--- src/rtl/noc_tg_pkg.sv ---
// Shared definitions for the NoC traffic generator.
// Holds flit field widths/offsets, the destination pattern enum, and a flit packing helper.
// Flit layout, MSB to LSB: {payload, dst_y, dst_x, src_y, src_x}.
package noc_tg_pkg;

  localparam int unsigned X_W     = 2;
  localparam int unsigned Y_W     = 2;
  localparam int unsigned DATA_W  = 8;
  localparam int unsigned TOTAL_W = DATA_W + 2 * (X_W + Y_W);
  localparam int unsigned CNT_W   = 16;
  localparam int unsigned GAP_W   = 8;

  localparam int unsigned SRC_X_OFF   = 0;
  localparam int unsigned SRC_Y_OFF   = X_W;
  localparam int unsigned DST_X_OFF   = X_W + Y_W;
  localparam int unsigned DST_Y_OFF   = 2 * X_W + Y_W;
  localparam int unsigned PAYLOAD_OFF = 2 * (X_W + Y_W);

  typedef enum logic [1:0] {
    PatUniform   = 2'd0,
    PatTranspose = 2'd1,
    PatBitComp   = 2'd2,
    PatHotspot   = 2'd3
  } pattern_e;

  function automatic logic [TOTAL_W-1:0] pack_flit(input logic [DATA_W-1:0] payload,
                                                   input logic [Y_W-1:0]    dst_y,
                                                   input logic [X_W-1:0]    dst_x,
                                                   input logic [Y_W-1:0]    src_y,
                                                   input logic [X_W-1:0]    src_x);
    return {payload, dst_y, dst_x, src_y, src_x};
  endfunction

endpackage

--- src/rtl/noc_tg_lfsr.sv ---
// 16-bit Galois LFSR, polynomial x^16 + x^14 + x^13 + x^11 + 1 (right-shifting form).
// Ports: clk_i clock; rst_ni synchronous active-low reset, loads Seed; adv_i steps once;
//        state_o current register value.
module noc_tg_lfsr #(
  parameter logic [15:0] Seed = 16'hACE1
) (
  input  logic        clk_i,
  input  logic        rst_ni,
  input  logic        adv_i,
  output logic [15:0] state_o
);

  localparam logic [15:0] Taps = 16'hB400;

  logic [15:0] lfsr_q, lfsr_d;

  always_comb begin
    lfsr_d = lfsr_q;
    if (adv_i) begin
      lfsr_d = {1'b0, lfsr_q[15:1]} ^ (lfsr_q[0] ? Taps : 16'h0000);
    end
  end

  always_ff @(posedge clk_i) begin
    if (!rst_ni) begin
      lfsr_q <= Seed;
    end else begin
      lfsr_q <= lfsr_d;
    end
  end

  assign state_o = lfsr_q;

endmodule

--- src/rtl/noc_traffic_gen.sv ---
// Per-node mesh traffic injector/sink. Injects a programmed number of flits on a valid/ready
// port with a fixed inter-flit gap and one of four destination patterns; counts ejected flits.
// Ports: clk/rstn (sync, active low); i_start/i_pattern/i_num_pkts/i_gap/i_src_x/i_src_y run
//        config; o_data/o_data_valid/i_data_ready injection port; i_data/i_data_valid ejection;
//        o_busy/o_done status; o_tx_count/o_rx_count/o_err_count counters.
// Optional: define NOC_TG_CHECK_EN to count ejected flits whose dst differs from i_src_x/y.
module noc_traffic_gen
  import noc_tg_pkg::*;
#(
  parameter int unsigned X     = 4,
  parameter int unsigned Y     = 4,
  parameter int unsigned HOT_X = 0,
  parameter int unsigned HOT_Y = 0,
  parameter logic [15:0] SEED  = 16'hACE1
) (
  input  logic               clk,
  input  logic               rstn,
  input  logic               i_start,
  input  logic [1:0]         i_pattern,
  input  logic [CNT_W-1:0]   i_num_pkts,
  input  logic [GAP_W-1:0]   i_gap,
  input  logic [X_W-1:0]     i_src_x,
  input  logic [Y_W-1:0]     i_src_y,
  output logic [TOTAL_W-1:0] o_data,
  output logic               o_data_valid,
  input  logic               i_data_ready,
  input  logic [TOTAL_W-1:0] i_data,
  input  logic               i_data_valid,
  output logic               o_busy,
  output logic               o_done,
  output logic [CNT_W-1:0]   o_tx_count,
  output logic [CNT_W-1:0]   o_rx_count,
  output logic [CNT_W-1:0]   o_err_count
);

  typedef enum logic [1:0] {StIdle, StGen, StGap, StDone} state_e;

  localparam logic [CNT_W-1:0]  CntOne = CNT_W'(1);
  localparam logic [GAP_W-1:0]  GapOne = GAP_W'(1);
  localparam logic [DATA_W-1:0] SeqOne = DATA_W'(1);

  state_e              state_q, state_d;
  pattern_e            pattern_q, pattern_d;
  logic [CNT_W-1:0]    num_q, num_d;
  logic [GAP_W-1:0]    gap_q, gap_d;
  logic [GAP_W-1:0]    gap_cnt_q, gap_cnt_d;
  logic [X_W-1:0]      src_x_q, src_x_d;
  logic [Y_W-1:0]      src_y_q, src_y_d;
  logic [CNT_W-1:0]    tx_cnt_q, tx_cnt_d;
  logic [CNT_W-1:0]    rx_cnt_q, rx_cnt_d;
  logic [DATA_W-1:0]   seq_q, seq_d;
  logic                lfsr_adv;
  logic [15:0]         lfsr;
  logic [X_W-1:0]      dst_x;
  logic [Y_W-1:0]      dst_y;

  noc_tg_lfsr #(
    .Seed (SEED)
  ) u_lfsr (
    .clk_i   (clk),
    .rst_ni  (rstn),
    .adv_i   (lfsr_adv),
    .state_o (lfsr)
  );

  // Destination depends only on registered state, so it stays stable while a flit is stalled.
  always_comb begin
    dst_x = '0;
    dst_y = '0;
    unique case (pattern_q)
      PatUniform: begin
        dst_x = X_W'(32'(lfsr[X_W-1:0]) % X);
        dst_y = Y_W'(32'(lfsr[X_W +: Y_W]) % Y);
        if (dst_x == src_x_q && dst_y == src_y_q) begin
          dst_x = X_W'((32'(src_x_q) + 1) % X);
        end
      end
      PatTranspose: begin
        dst_x = X_W'(src_y_q);
        dst_y = Y_W'(src_x_q);
      end
      PatBitComp: begin
        dst_x = X_W'(X - 1 - 32'(src_x_q));
        dst_y = Y_W'(Y - 1 - 32'(src_y_q));
      end
      PatHotspot: begin
        dst_x = X_W'(HOT_X);
        dst_y = Y_W'(HOT_Y);
      end
      default: ;
    endcase
  end

  always_comb begin
    state_d   = state_q;
    pattern_d = pattern_q;
    num_d     = num_q;
    gap_d     = gap_q;
    gap_cnt_d = gap_cnt_q;
    src_x_d   = src_x_q;
    src_y_d   = src_y_q;
    tx_cnt_d  = tx_cnt_q;
    seq_d     = seq_q;
    lfsr_adv  = 1'b0;
    unique case (state_q)
      StIdle, StDone: begin
        if (i_start) begin
          pattern_d = pattern_e'(i_pattern);
          num_d     = i_num_pkts;
          gap_d     = i_gap;
          src_x_d   = i_src_x;
          src_y_d   = i_src_y;
          tx_cnt_d  = '0;
          seq_d     = '0;
          state_d   = (i_num_pkts == '0) ? StDone : StGen;
        end
      end
      StGen: begin
        if (i_data_ready) begin
          tx_cnt_d = tx_cnt_q + CntOne;
          seq_d    = seq_q + SeqOne;
          lfsr_adv = 1'b1;
          if (tx_cnt_q + CntOne == num_q) begin
            state_d = StDone;
          end else if (gap_q != '0) begin
            gap_cnt_d = gap_q;
            state_d   = StGap;
          end
        end
      end
      StGap: begin
        if (gap_cnt_q <= GapOne) begin
          state_d = StGen;
        end else begin
          gap_cnt_d = gap_cnt_q - GapOne;
        end
      end
      default: state_d = StIdle;
    endcase
  end

  always_comb begin
    rx_cnt_d = rx_cnt_q;
    if (i_data_valid && rx_cnt_q != '1) begin
      rx_cnt_d = rx_cnt_q + CntOne;
    end
  end

  always_ff @(posedge clk) begin
    if (!rstn) begin
      state_q   <= StIdle;
      pattern_q <= PatUniform;
      num_q     <= '0;
      gap_q     <= '0;
      gap_cnt_q <= '0;
      src_x_q   <= '0;
      src_y_q   <= '0;
      tx_cnt_q  <= '0;
      rx_cnt_q  <= '0;
      seq_q     <= '0;
    end else begin
      state_q   <= state_d;
      pattern_q <= pattern_d;
      num_q     <= num_d;
      gap_q     <= gap_d;
      gap_cnt_q <= gap_cnt_d;
      src_x_q   <= src_x_d;
      src_y_q   <= src_y_d;
      tx_cnt_q  <= tx_cnt_d;
      rx_cnt_q  <= rx_cnt_d;
      seq_q     <= seq_d;
    end
  end

`ifdef NOC_TG_CHECK_EN
  logic [CNT_W-1:0] err_cnt_q, err_cnt_d;
  logic             rx_misroute;

  assign rx_misroute = (i_data[DST_X_OFF +: X_W] != i_src_x) ||
                       (i_data[DST_Y_OFF +: Y_W] != i_src_y);

  always_comb begin
    err_cnt_d = err_cnt_q;
    if (i_data_valid && rx_misroute && err_cnt_q != '1) begin
      err_cnt_d = err_cnt_q + CntOne;
    end
  end

  always_ff @(posedge clk) begin
    if (!rstn) begin
      err_cnt_q <= '0;
    end else begin
      err_cnt_q <= err_cnt_d;
    end
  end

  assign o_err_count = err_cnt_q;
`else
  assign o_err_count = '0;
`endif

  // Ejected payload/src fields and high LFSR bits are intentionally not consumed.
  logic unused_rx_data;
  logic unused_lfsr;
  assign unused_rx_data = ^i_data;
  assign unused_lfsr    = ^lfsr[15:X_W+Y_W];

  assign o_data_valid = (state_q == StGen);
  assign o_data       = o_data_valid ? pack_flit(seq_q, dst_y, dst_x, src_y_q, src_x_q) : '0;
  assign o_busy       = (state_q == StGen) || (state_q == StGap);
  assign o_done       = (state_q == StDone);
  assign o_tx_count   = tx_cnt_q;
  assign o_rx_count   = rx_cnt_q;

endmodule

--- config.mk ---
export PLATFORM = sky130hd
export DESIGN_NAME = noc_traffic_gen
export DESIGN_NICKNAME = d
export VERILOG_FILES = /design/src/rtl/noc_tg_pkg.sv /design/src/rtl/noc_tg_lfsr.sv /design/src/rtl/noc_traffic_gen.sv
export SDC_FILE = /design/constraint.sdc
export NUM_CORES = 1
export LEC_CHECK = 0
export BUFFER_PORTS_ARGS = -buffer_cell sky130_fd_sc_hd__buf_4
export CORE_UTILIZATION = 25
export DETAILED_ROUTE_END_ITERATION = 10
export HOLD_SLACK_MARGIN = 0.15
export RECOVER_POWER = 100
export SETUP_SLACK_MARGIN = 0.4
export SYNTH_ARGS = -nofsm -noshare
export SYNTH_HDL_FRONTEND = slang
export SYNTH_SLANG_ARGS = --single-unit
--- constraint.sdc ---
create_clock -name clk -period 6.2 [get_ports clk]
set_input_delay 0.62 -clock clk [delete_from_list [all_inputs] [get_ports clk]]
set_output_delay 0.62 -clock clk [all_outputs]
set_load 0.01 [all_outputs]
==> Implementation_results.wiki, run 1 <==
{| class="wikitable"
! Metric !! Value
|-
| Result of the run || finished, violations left
|-
| Failing checks || max-capacitance violations, max-slew violations
|-
| Post-CTS repair timing setup buffer count || 0
|-
| Standby leakage power || 0.00228 µW
|-
| Count of standard-cell rows || 51
|-
| Netlist area before placement || a little over 5000 µm²
|-
| Unrepaired setup endpoints after global routing || no
|-
| Commonest register cell after synthesis || sky130_fd_sc_hd__dfxtp_1
|-
| Clock tree root buffer cell || sky130_fd_sc_hd__clkbuf_16
|-
| Count of flip-flops with a built-in enable after synthesis || 0
|-
| Sequential share of the synthesized area || ~38%
|-
| Slew margin rel. || -87.4%
|-
| Clk Latency, worst-skew pair || 0.35 ns
|-
| Period utilisation layout || 63.5%
|-
| Switching power of the nets || 803 µW
|-
| Largest clock skew in the final design || 0.00446 ns
|-
| Fin cells || between 900 and 1000
|-
| Synth Instances || 667
|-
| Final ANT Viol Nets || 0
|-
| Unique cell type count in the Yosys netlist || 57
|-
| Layout cell share with drive strength beyond 1 || roughly 9.0%
|-
| Area growth from synthesis to layout || 18.1%
|-
| Kind of critical path || input port to register
|-
| Die width || 145 µm
|-
| Highest clock rate || roughly 0.25 GHz
|-
| Total of cells resized after clock tree synthesis || 0
|-
| Slew @ Worst Pin || 2.81 ns
|-
| Critical Path Start Type || input port
|-
| Antenna violations before repair || 0
|-
| Max Slew Vio Count || 59
|-
| Net switching fraction of the power || 37.4%
|-
| Grt total ovfl || 0
|-
| Maximum clock path buffer count || 2
|-
| Pin count of the biggest net entering global routing || 59
|-
| Crit path max fanout || 58
|-
| Required time of the critical path || about 6.3 ns
|-
| Port buffer count || 85
|-
| Die height || about 150 µm
|-
| Violation count after the first detailed-routing iteration || approximately 220
|-
| Commonest cells after routing, fill and taps aside || 127 x sky130_fd_sc_hd__nand2_1, 96 x sky130_fd_sc_hd__dfxtp_1, 68 x sky130_fd_sc_hd__nor2_1
|-
| Share of async-settable or async-resettable flops after synthesis || 0%
|-
| Crit. End Element || register
|-
| Cell area after placement || approximately 5900 µm²
|-
| Total number of yosys warnings || 0
|-
| Number of buffers added to fix hold violations after cts || 0
|-
| Starting density of the core || between 20% and 30%
|-
| Fin crit period || 3.94 ns
|-
| Hold crit path type || register to register
|-
| Count of clock tree sinks || 96
|-
| TritonCTS clock tree || yes
|-
| First-pass GRT wire length || roughly 22 mm
|-
| Clock-pin slew on the worst setup and hold paths || approximately 0.07 ns
|-
| Core box area || slightly below 20000 µm²
|-
| Vias per std cell || 4.67
|-
| Ports placed on the boundary || 118
|-
| Final Wtd Congestion || 0.784
|-
| Number of global-route vias before repair || 4260
|-
| Inst Count DP || 981
|-
| Number of buffers inserted during clock tree synthesis || 9
|-
| Detailed Route WL || 13.8 mm
|-
| Number of iterations in the first detailed-routing pass || 7
|-
| GRT Overall Usage || 13.3%
|-
| Seq pwr share || 36.1%
|-
| Number of vias after detailed routing || 4658
|-
| Number of hold violations in the final report || 0
|-
| Signal arrival time at the worst endpoint || around 4 ns
|-
| Half-perimeter wire length after detailed placement || around 9.8 mm
|-
| Post-route cell area || 6040 µm²
|-
| Internal Dissipation || between 1000 and 1500 µW
|-
| Power density over the cells || 355 nW/µm²
|-
| Die footprint || roughly 21000 µm²
|-
| Average cell area after synthesis || between 7 and 8 µm²
|-
| Post-Route Hold Slack || between 0.4 and 0.5 ns
|-
| Remaining DRCs || 0
|-
| DR WL/cell || 13.9 µm
|-
| Clock H-tree levels || 3
|-
| Sum of negative setup slack || 0 ns
|-
| # nets final || 786
|-
| Number of synthesized register bits || between 90 and 100
|-
| Power share of the combinational group || 33.5%
|-
| Antenna diode count || 0
|-
| Commonest non-fill, non-tap cell in the layout || sky130_fd_sc_hd__nand2_1
|-
| Highest ir drop seen on vdd || 0.000146 V
|-
| Clock power share || 30.4%
|-
| Maxcap violations || 1
|-
| Total of endpoints with negative setup slack in the final report || 0
|}
-- through the flow --
| step | power, µW | util, % | setup slack, ns |
|---|---|---|---|
| floorplan | 1320 | - | 3.54 |
| global placement | 1520 | 29.7 | 3.18 |
| detailed placement | 1530 | 29.7 | 3.10 |
| CTS | 2190 | 31.4 | 3.09 |
| global route | 2290 | 30.6 | 1.76 |
| finish | 2140 | 30.6 | 2.26 |
-- cell usage after synthesis, types with 5 or more instances --
cell	instances	area share (%)
sky130_fd_sc_hd__inv_1	12	0.88
sky130_fd_sc_hd__xor2_1	18	3.1
sky130_fd_sc_hd__xnor2_1	28	4.8
sky130_fd_sc_hd__o211ai_1	5	0.73
sky130_fd_sc_hd__a211oi_1	6	0.88
sky130_fd_sc_hd__and3_1	9	1.1
sky130_fd_sc_hd__o21ai_0	17	1.7
sky130_fd_sc_hd__and2_1	19	2.3
sky130_fd_sc_hd__ha_1	8	2.0
sky130_fd_sc_hd__clkbuf_1	31	2.3
sky130_fd_sc_hd__a31oi_1	6	0.73
sky130_fd_sc_hd__nand3_1	26	2.5
sky130_fd_sc_hd__nor2_1	68	5.0
sky130_fd_sc_hd__nand4_1	8	0.98
sky130_fd_sc_hd__a21oi_1	64	6.3
sky130_fd_sc_hd__nor3_1	12	1.2
sky130_fd_sc_hd__dfxtp_1	96	38
sky130_fd_sc_hd__a22oi_1	5	0.73
sky130_fd_sc_hd__mux2i_1	5	0.98
sky130_fd_sc_hd__and4_1	5	0.86
sky130_fd_sc_hd__nor4_1	16	2.0
sky130_fd_sc_hd__buf_4	17	2.5
sky130_fd_sc_hd__nand2_1	127	9.3
-- logic make-up (layout without fill, tap and decap cells) --
logic type / Yosys count / in the layout / share of synthesized area [%]
DFF: 96 / 96 / 37.6
adders and majority gates: 8 / 8 / 1.96
muxes: 5 / 5 / 0.978
AOI/OAI and AO/OA: 136 / 136 / 16.7
xor gates and xnor gates: 46 / 46 / 7.87
buffers and inverters: 68 / 118 / 6.77
other: 1 / 16 / 0.0733
and+or+nand+nor: 307 / 307 / 28.1
-- power by group through the flow --
stage	registers [µW]	logic [µW]	clock network, µW
after global placement	786	737	0
after detailed placement	788	747	0
after floorplan	762	553	0
after CTS	774	749	669
final	774	719	651
after global routing	786	813	693
-- registers in the layout, indices dropped and copies added, names as in the netlist --
name	count
gap_q	8
o_tx_count	16
src_x_q	2
seq_q	8
gap_cnt_q	8
o_rx_count	16
u_lfsr.state_o	16
pattern_q	2
num_q	16
src_y_q	2
state_q	2
-- critical path, stage by stage --
cell and delay [ns]:
sky130_fd_sc_hd__clkbuf_1 0.53, sky130_fd_sc_hd__inv_1 0.57, sky130_fd_sc_hd__clkbuf_1 2.03, sky130_fd_sc_hd__a2111oi_0 0.23
-- path summary, 6_finish.rpt --
| check | slack (ns) | from | cells past startpoint | endpoint |
|---|---|---|---|---|
| max | 2.26 | rstn | 4 | state_q[0] |
| min | 0.45 | u_lfsr.state_o[4] | 2 | u_lfsr.state_o[3] |
| max reg2reg | 2.55 | state_q[0] | 6 | o_tx_count[12] |
| min reg2reg | 0.45 | u_lfsr.state_o[4] | 2 | u_lfsr.state_o[3] |
-- layout make-up --
cell class | count | area [µm²]
Clock buffer | 9 | 225
Clock inverter | 7 | 119
Fill cell | 2219 | 13700
Inverter | 13 | 48.8
Multi-Input combinational cell | 518 | 2890
Sequential cell | 96 | 1920
Tap cell | 265 | 332
Timing Repair Buffer | 89 | 507
-- layer usage --
metal | routed length, µm | global-route usage, % | vias up
met5 | 0 | 0 | -
met4 | 191 | 5.21 | 0
met3 | 756 | 2.77 | 12
met2 | 6430 | 21.6 | 114
met1 | 6460 | 17.3 | 2137
li1 | - | - | 2395
No activity file was read; power rests on OpenSTA's default activity.
==> inputs of run 2 (changes only) <==
- ABC_AREA: default -> 1
- clock period: 6.2 -> 3.4 ns (I/O delays scaled with it)
==> run 2 against run 1 <==
Against the previous run:
- the run now ends clean
- worst setup slack got worse by 1.6 ns
- cell count rose by 16%
- final area up 3.3%
- synthesized cell count up 21%
- via count rose by 11%
- largest power group unchanged
==> Implementation_results.wiki, run 2 <==
{| class="wikitable"
! Metric !! Value
|-
| Post-synthesis cell type with the largest combined area || sky130_fd_sc_hd__dfxtp_1
|-
| Standby leakage power || 0.00259 µW
|-
| Commonest register cell after synthesis || sky130_fd_sc_hd__dfxtp_1
|-
| Die footprint || about 22000 µm²
|-
| Half-perimeter wire length after detailed placement || approximately 11 mm
|-
| Power density over the cells || 649 nW/µm²
|-
| Leading post-synthesis cells by cell area || sky130_fd_sc_hd__dfxtp_1 36%, sky130_fd_sc_hd__nand2_1 13%, sky130_fd_sc_hd__inv_1 6.8%
|-
| TritonCTS clock tree || yes
|-
| Core box area || 20600 µm²
|-
| Final Wtd Congestion || 0.788
|-
| Die width || 148 µm
|-
| Vias per std cell || roughly 4.5
|-
| Number of vias after detailed routing || 5180
|-
| Crit path max fanout || 17
|-
| Pin count of the biggest net entering global routing || 45
|-
| Total of cells resized after clock tree synthesis || 0
|-
| Remaining DRCs || 0
|-
| Signal arrival time at the worst endpoint || 2.98 ns
|-
| Violation count after the first detailed-routing iteration || 367
|-
| Fillers || between 2000 and 2500
|-
| Period utilisation layout || between 80% and 90%
|-
| Post-CTS repair timing setup buffer count || 0
|-
| Slew @ Worst Pin || 1.03 ns
|-
| Hold crit path type || input port to register
|-
| Commonest cells after routing, fill and taps aside || 181 x sky130_fd_sc_hd__nand2_1, 97 x sky130_fd_sc_hd__inv_1, 96 x sky130_fd_sc_hd__dfxtp_1
|-
| Maxcap violations || 0
|-
| Highest ir drop seen on vdd || 0.000281 V
|-
| Average cell area after synthesis || 6.57 µm²
|-
| Share of async-settable or async-resettable flops after synthesis || 0%
|-
| Commonest non-fill, non-tap cell in the layout || sky130_fd_sc_hd__nand2_1
|-
| Number of buffers inserted during clock tree synthesis || 9
|-
| Clock H-tree levels || 3
|-
| Count of flip-flops with a built-in enable after synthesis || 0
|-
| Final ANT Viol Nets || 0
|-
| Number of hold violations in the final report || 0
|-
| Share of the synthesized area in the top cell type || 36.2%
|-
| Result of the run || finished clean
|-
| Unrepaired setup endpoints after global routing || no
|-
| Die height || approximately 150 µm
|-
| Largest clock skew in the final design || 0.0111 ns
|-
| Highest clock rate || 0.363 GHz
|-
| Number of iterations in the first detailed-routing pass || 5
|-
| Total number of yosys warnings || 0
|-
| Antenna violations before repair || 0
|-
| Number of global-route vias before repair || 4675
|-
| DR WL/cell || 12.5 µm
|-
| Layout cell share with drive strength beyond 1 || between 8 and 9%
|-
| Required time of the critical path || 3.62 ns
|-
| Worst-case setup slack after placement || 0.779 ns
|-
| Fin crit period || 2.76 ns
|-
| Count of clock tree sinks || 96
|-
| Most common cell in the netlist || sky130_fd_sc_hd__nand2_1
|-
| Sequential share of the synthesized area || between 30% and 40%
|-
| Unique cell type count in the Yosys netlist || 40
|-
| Reg area || 1920 µm²
|-
| Sum of negative setup slack || 0 ns
|-
| Starting density of the core || 25.8%
|-
| Synth Instances || 809
|-
| Number of synthesized register bits || 96
|-
| Count of standard-cell rows || 52
|-
| Antenna diode count || 0
|-
| Clk Latency, worst-skew pair || 0.35 ns
|-
| Inst Count DP || 1141
|-
| Maximum clock path buffer count || 2
|-
| Setup ws final || 0.642 ns
|-
| Area of the multi-input gates || 2830 µm²
|-
| Kind of critical path || register to register
|-
| Fin cells || 1157
|-
| Area growth from synthesis to layout || 17.5%
|-
| Sum of internal, switching and leakage power || 4050 µW
|-
| Slew margin rel. || about a third
|-
| Total of endpoints with negative setup slack in the final report || 0
|-
| # nets final || 941
|-
| Clock-pin slew on the worst setup and hold paths || 0.07 ns
|-
| Synth cell count leaders || 181 x sky130_fd_sc_hd__nand2_1, 96 x sky130_fd_sc_hd__dfxtp_1, 96 x sky130_fd_sc_hd__inv_1
|-
| First-pass GRT wire length || ~23 mm
|-
| Port buffer count || 85
|-
| Critical Path Start Type || register
|-
| Netlist area before placement || 5310 µm²
|-
| Detailed Route WL || 14.5 mm
|-
| Max Slew Vio Count || 0
|-
| Grt total ovfl || 0
|-
| Crit. End Element || register
|-
| GRT Overall Usage || a little over an eighth
|-
| Clock tree root buffer cell || sky130_fd_sc_hd__clkbuf_16
|-
| Ports placed on the boundary || 118
|-
| Number of buffers added to fix hold violations after cts || 0
|}
==> run 2: cell types whose count changed after synthesis, sizes merged, moves of 11 or more <==
cell and change:
and2 -19, clkbuf -11, inv +85, nand2 +58
nand3 +38, nor2 +33, o21ai +49, xnor2 -23
xor2 -12
==> run 2: cells by family (layout without fill, tap and decap cells) <==
kind of cell	count (synthesis)	in the layout	synth area share, %
buffers and inverters	144	207	11.6
AND/OR/NAND/NOR	402	402	34.0
AO/OA/AOI/OAI	147	147	14.4
adder cells (fa/ha/maj)	8	8	1.88
flip-flops	96	96	36.2
XOR/XNOR	11	11	1.81
other	1	16	0.0706
==> run 2: worst max-delay path, stage by stage (launching register included) <==
cell                      delay, ns
sky130_fd_sc_hd__dfxtp_1       0.37
sky130_fd_sc_hd__inv_1         0.07
sky130_fd_sc_hd__ha_1          0.36
sky130_fd_sc_hd__inv_1         0.13
sky130_fd_sc_hd__o22ai_1       0.13
sky130_fd_sc_hd__nor2_1        0.26
sky130_fd_sc_hd__inv_1         0.40
sky130_fd_sc_hd__nor2_1        0.25
sky130_fd_sc_hd__nand3_1       0.12
sky130_fd_sc_hd__nor2_1        0.18
sky130_fd_sc_hd__nand3_1       0.12
sky130_fd_sc_hd__nor3b_1       0.19
sky130_fd_sc_hd__nor3_1        0.07
==> run 2: path summary, 6_finish.rpt <==
check / slack [ns] / cells past startpoint / startpoint / endpoint
worst max register to register: 0.64 / 12 / state_q[0] / seq_q[7]
worst max-delay path: 0.64 / 12 / state_q[0] / seq_q[7]
worst min register to register: 0.45 / 2 / u_lfsr.state_o[8] / u_lfsr.state_o[7]
worst min-delay path: 0.24 / 3 / i_src_x[1] / src_x_q[1]
==> run 2: layout make-up <==
type,count,area share [%]
Inverter,100,6.01
Sequential cell,96,30.8
Timing Repair Buffer,91,7.77
Clock inverter,5,1.02
Clock buffer,11,3.73
Multi-Input combinational cell,584,45.3
Tap cell,270,5.41
==> run 2: per-layer routing <==
metal | wire [µm] | GRT usage [%] | part of all wire, %
met5 | 0 | 0 | 0
met2 | 6880 | 22.9 | 47
met3 | 516 | 2.01 | 3.6
met1 | 6820 | 16.8 | 47
met4 | 298 | 5.57 | 2.1
==> run 2: where the power goes <==
group / internal (µW) / total [µW] / leakage [µW] / switching [µW]
sequential: 1340 / 1510 / 0.000785 / 175
combinational: 536 / 1490 / 0.00167 / 953
clock: 579 / 1050 / 0.000141 / 474
total: 2450 / 4050 / 0.00259 / 1600
==> run 2: metrics by stage <==
step / util (%) / area [µm²] / hold slack [ns]
final: 30.4 / 6240 / 0.239
after global routing: 30.4 / 6240 / 0.267
after CTS: 31.3 / 6440 / 0.233
after detailed placement: 29.9 / 6150 / 0.441
after global placement: 29.9 / 6150 / 0.434
after floorplan: - / 5370 / 0.424
==> inputs of run 3 (changes only) <==
- clock period: 3.4 -> 2.4 ns (I/O delays scaled with it)
==> run 3 against run 2 <==
Against the previous run:
- highest routed layer unchanged
- power up 50%
- sequential cell count unchanged
- critical path type unchanged
- largest cell class unchanged
- global-route usage up 0.38 points
- routed wire length up 3.3%
- register-to-register slack worse by 0.41 ns
- critical endpoint is now o_tx_count[12]
==> Implementation_results.wiki, run 3 (same netlist as run 2, synthesis figures left out) <==
{| class="wikitable"
! Metric !! Value
|-
| Result of the run || finished clean
|-
| Commonest cells after routing, fill and taps aside || 173 x sky130_fd_sc_hd__nand2_1, 95 x sky130_fd_sc_hd__inv_1, 87 x sky130_fd_sc_hd__nor2_1
|-
| GR Layer Usage met2 || 22.9%
|-
| Commonest non-fill, non-tap cell in the layout || sky130_fd_sc_hd__nand2_1
|-
| Highest clock rate || between 0.4 and 0.5 GHz
|-
| Grt total ovfl || 0
|-
| Remaining DRCs || 0
|-
| Flop2flop setup slack || 0.23 ns
|-
| Hold crit path type || input port to register
|-
| Die width || 148 µm
|-
| Clock H-tree levels || 3
|-
| Die height || between 100 and 150 µm
|-
| Vias per std cell || around 4.5
|-
| Antenna diode count || 0
|-
| Hold path endpoint || src_y_q[1]
|-
| TritonCTS clock tree || yes
|-
| Final Wtd Congestion || roughly 0.84
|-
| Inst Count DP || 1153
|-
| Fraction of met3 tracks used by global routing || 1.98%
|-
| Post-layout utilization of the core || 33.5%
|-
| Clock-pin slew on the worst setup and hold paths || 0.07 ns
|-
| Signal arrival time at the worst endpoint || 2.37 ns
|-
| Area growth from synthesis to layout || 29.7%
|-
| Slew @ Worst Pin || 0.847 ns
|-
| Number of iterations in the first detailed-routing pass || 5
|-
| Unrepaired setup endpoints after global routing || yes
|-
| Max Slew Vio Count || 0
|-
| Pin count of the biggest net entering global routing || between 60 and 70
|-
| Die footprint || 21800 µm²
|-
| Power density over the cells || 884 nW/µm²
|-
| Antenna violations before repair || 0
|-
| Required time of the critical path || between 2 and 3 ns
|-
| Core box area || ~21000 µm²
|-
| Total of endpoints with negative setup slack in the final report || 0
|-
| Count of standard-cell rows || 52
|-
| Layout cell share with drive strength beyond 1 || 18.0%
|-
| Reg-to-reg critical path endpoint || o_tx_count[12]
|-
| Slew margin rel. || 43.5%
|-
| Worst flop-to-flop path startpoint || o_tx_count[0]
|-
| Grt peak-use layer || met2
|-
| Period utilisation layout || 90.4%
|-
| Fin cells || 1201
|-
| Kind of critical path || register to register
|-
| Cell depth of the worst flop-to-flop path || 15
|-
| Final ANT Viol Nets || 0
|-
| # nets final || 985
|-
| GRT Overall Usage || 13.8%
|-
| Number of global-route vias before repair || approximately 5000
|-
| Violation count after the first detailed-routing iteration || 345
|-
| Fillers || approximately 2300
|-
| Standby leakage power || 0.00295 µW
|-
| Clock tree root buffer cell || sky130_fd_sc_hd__clkbuf_16
|-
| Maximum clock path buffer count || 2
|-
| Port buffer count || 85
|-
| Count of clock tree sinks || 96
|-
| First-pass GRT wire length || 23.9 mm
|-
| Global Route met1 Usage || 17.7%
|-
| Origin of the worst min-delay path || i_src_y[1]
|-
| Maxcap violations || 0
|-
| Number of vias after detailed routing || 5363
|-
| Largest clock skew in the final design || around 0.0090 ns
|-
| Crit path max fanout || 5
|-
| Detailed Route WL || 15.0 mm
|-
| DR WL/cell || roughly 12 µm
|-
| Sum of negative setup slack || 0 ns
|-
| Number of hold violations in the final report || 0
|-
| Number of buffers inserted during clock tree synthesis || 9
|-
| Highest ir drop seen on vdd || 0.000452 V
|-
| Crit. End Element || register
|-
| Clk Latency, worst-skew pair || 0.35 ns
|-
| Starting density of the core || 25.8%
|-
| Fin crit period || 2.17 ns
|-
| Hold Crit Depth || 3
|-
| Ports placed on the boundary || approximately 120
|-
| Critical Path Start Type || register
|-
| Half-perimeter wire length after detailed placement || 10.8 mm
|}
run 3: changes by cell type in the layout (fill, tap and decap cells not counted), sizes merged:
cell         before  now
dlygate4sd3       0    3
inv              99  100
buf              38   89
clkbuf           64   52
bufinv            1    2
run 3: critical path, cell delays in order, from the launching register on:
cell,delay [ns]
sky130_fd_sc_hd__dfxtp_1,0.41
sky130_fd_sc_hd__ha_4,0.20
sky130_fd_sc_hd__nand2_4,0.07
sky130_fd_sc_hd__nor2_4,0.14
sky130_fd_sc_hd__buf_6,0.14
sky130_fd_sc_hd__nand3_1,0.09
sky130_fd_sc_hd__nand2_2,0.09
sky130_fd_sc_hd__nand2_2,0.06
sky130_fd_sc_hd__buf_4,0.13
sky130_fd_sc_hd__buf_4,0.12
sky130_fd_sc_hd__buf_4,0.12
sky130_fd_sc_hd__buf_4,0.12
sky130_fd_sc_hd__buf_4,0.12
sky130_fd_sc_hd__buf_4,0.12
sky130_fd_sc_hd__nand2_1,0.05
sky130_fd_sc_hd__a21oi_1,0.06
run 3: layer usage:
layer	share of wire, %	up-vias
met1	47	2409
met4	2.4	0
li1	-	2821
met5	0	-
met2	47	114
met3	3.4	19
run 3: cell type report:
| cell class | count | area (µm²) | area share, % |
|---|---|---|---|
| clock buffers | 9 | 225 | 3.27 |
| clock inverters | 7 | 101 | 1.47 |
| inverters | 100 | 375 | 5.45 |
| multi-input cells | 584 | 2980 | 43.3 |
| flip-flops and latches | 96 | 1950 | 28.3 |
| well taps | 270 | 338 | 4.90 |
| repair buffers | 135 | 920 | 13.4 |
run 3: how the worst max path moves through the flow:
stage,startpoint,end,slack (ns)
6_report,o_tx_count[0],o_tx_count[12],0.23
3_3_place_gp,o_tx_count[1],gap_cnt_q[4],0.23
2_1_floorplan,state_q[1],seq_q[7],0.40
5_1_grt,o_rx_count[0],o_rx_count[14],0.09
4_1_cts,o_tx_count[1],gap_cnt_q[7],0.30
3_5_place_dp,o_tx_count[1],gap_cnt_q[7],0.21
run 3: stage by stage:
stage	hold slack, ns	worst slack, ns	instance area, µm²	power, µW
CTS	0.154	0.297	6920	6130
floorplan	0.407	0.400	5390	3780
global placement	0.435	0.233	6270	4420
detailed placement	0.445	0.207	6270	4450
global route	0.172	0.0937	6890	6560
finish	0.161	0.231	6890	6090
run 3: power breakdown:
part | switching (µW) | total [µW] | internal (µW)
clock | 679 | 1610 | 927
sequential | 245 | 2140 | 1900
combinational | 1430 | 2340 | 905
run 3: timing repair:
item	in CTS	in global routing
endpoints found under the setup margin	13	20
cloned	2	0
pin swaps	23	22
gates resized for setup	39	38
hold endpoints to repair	3	0
setup buffers	19	8
hold buffers	3	0
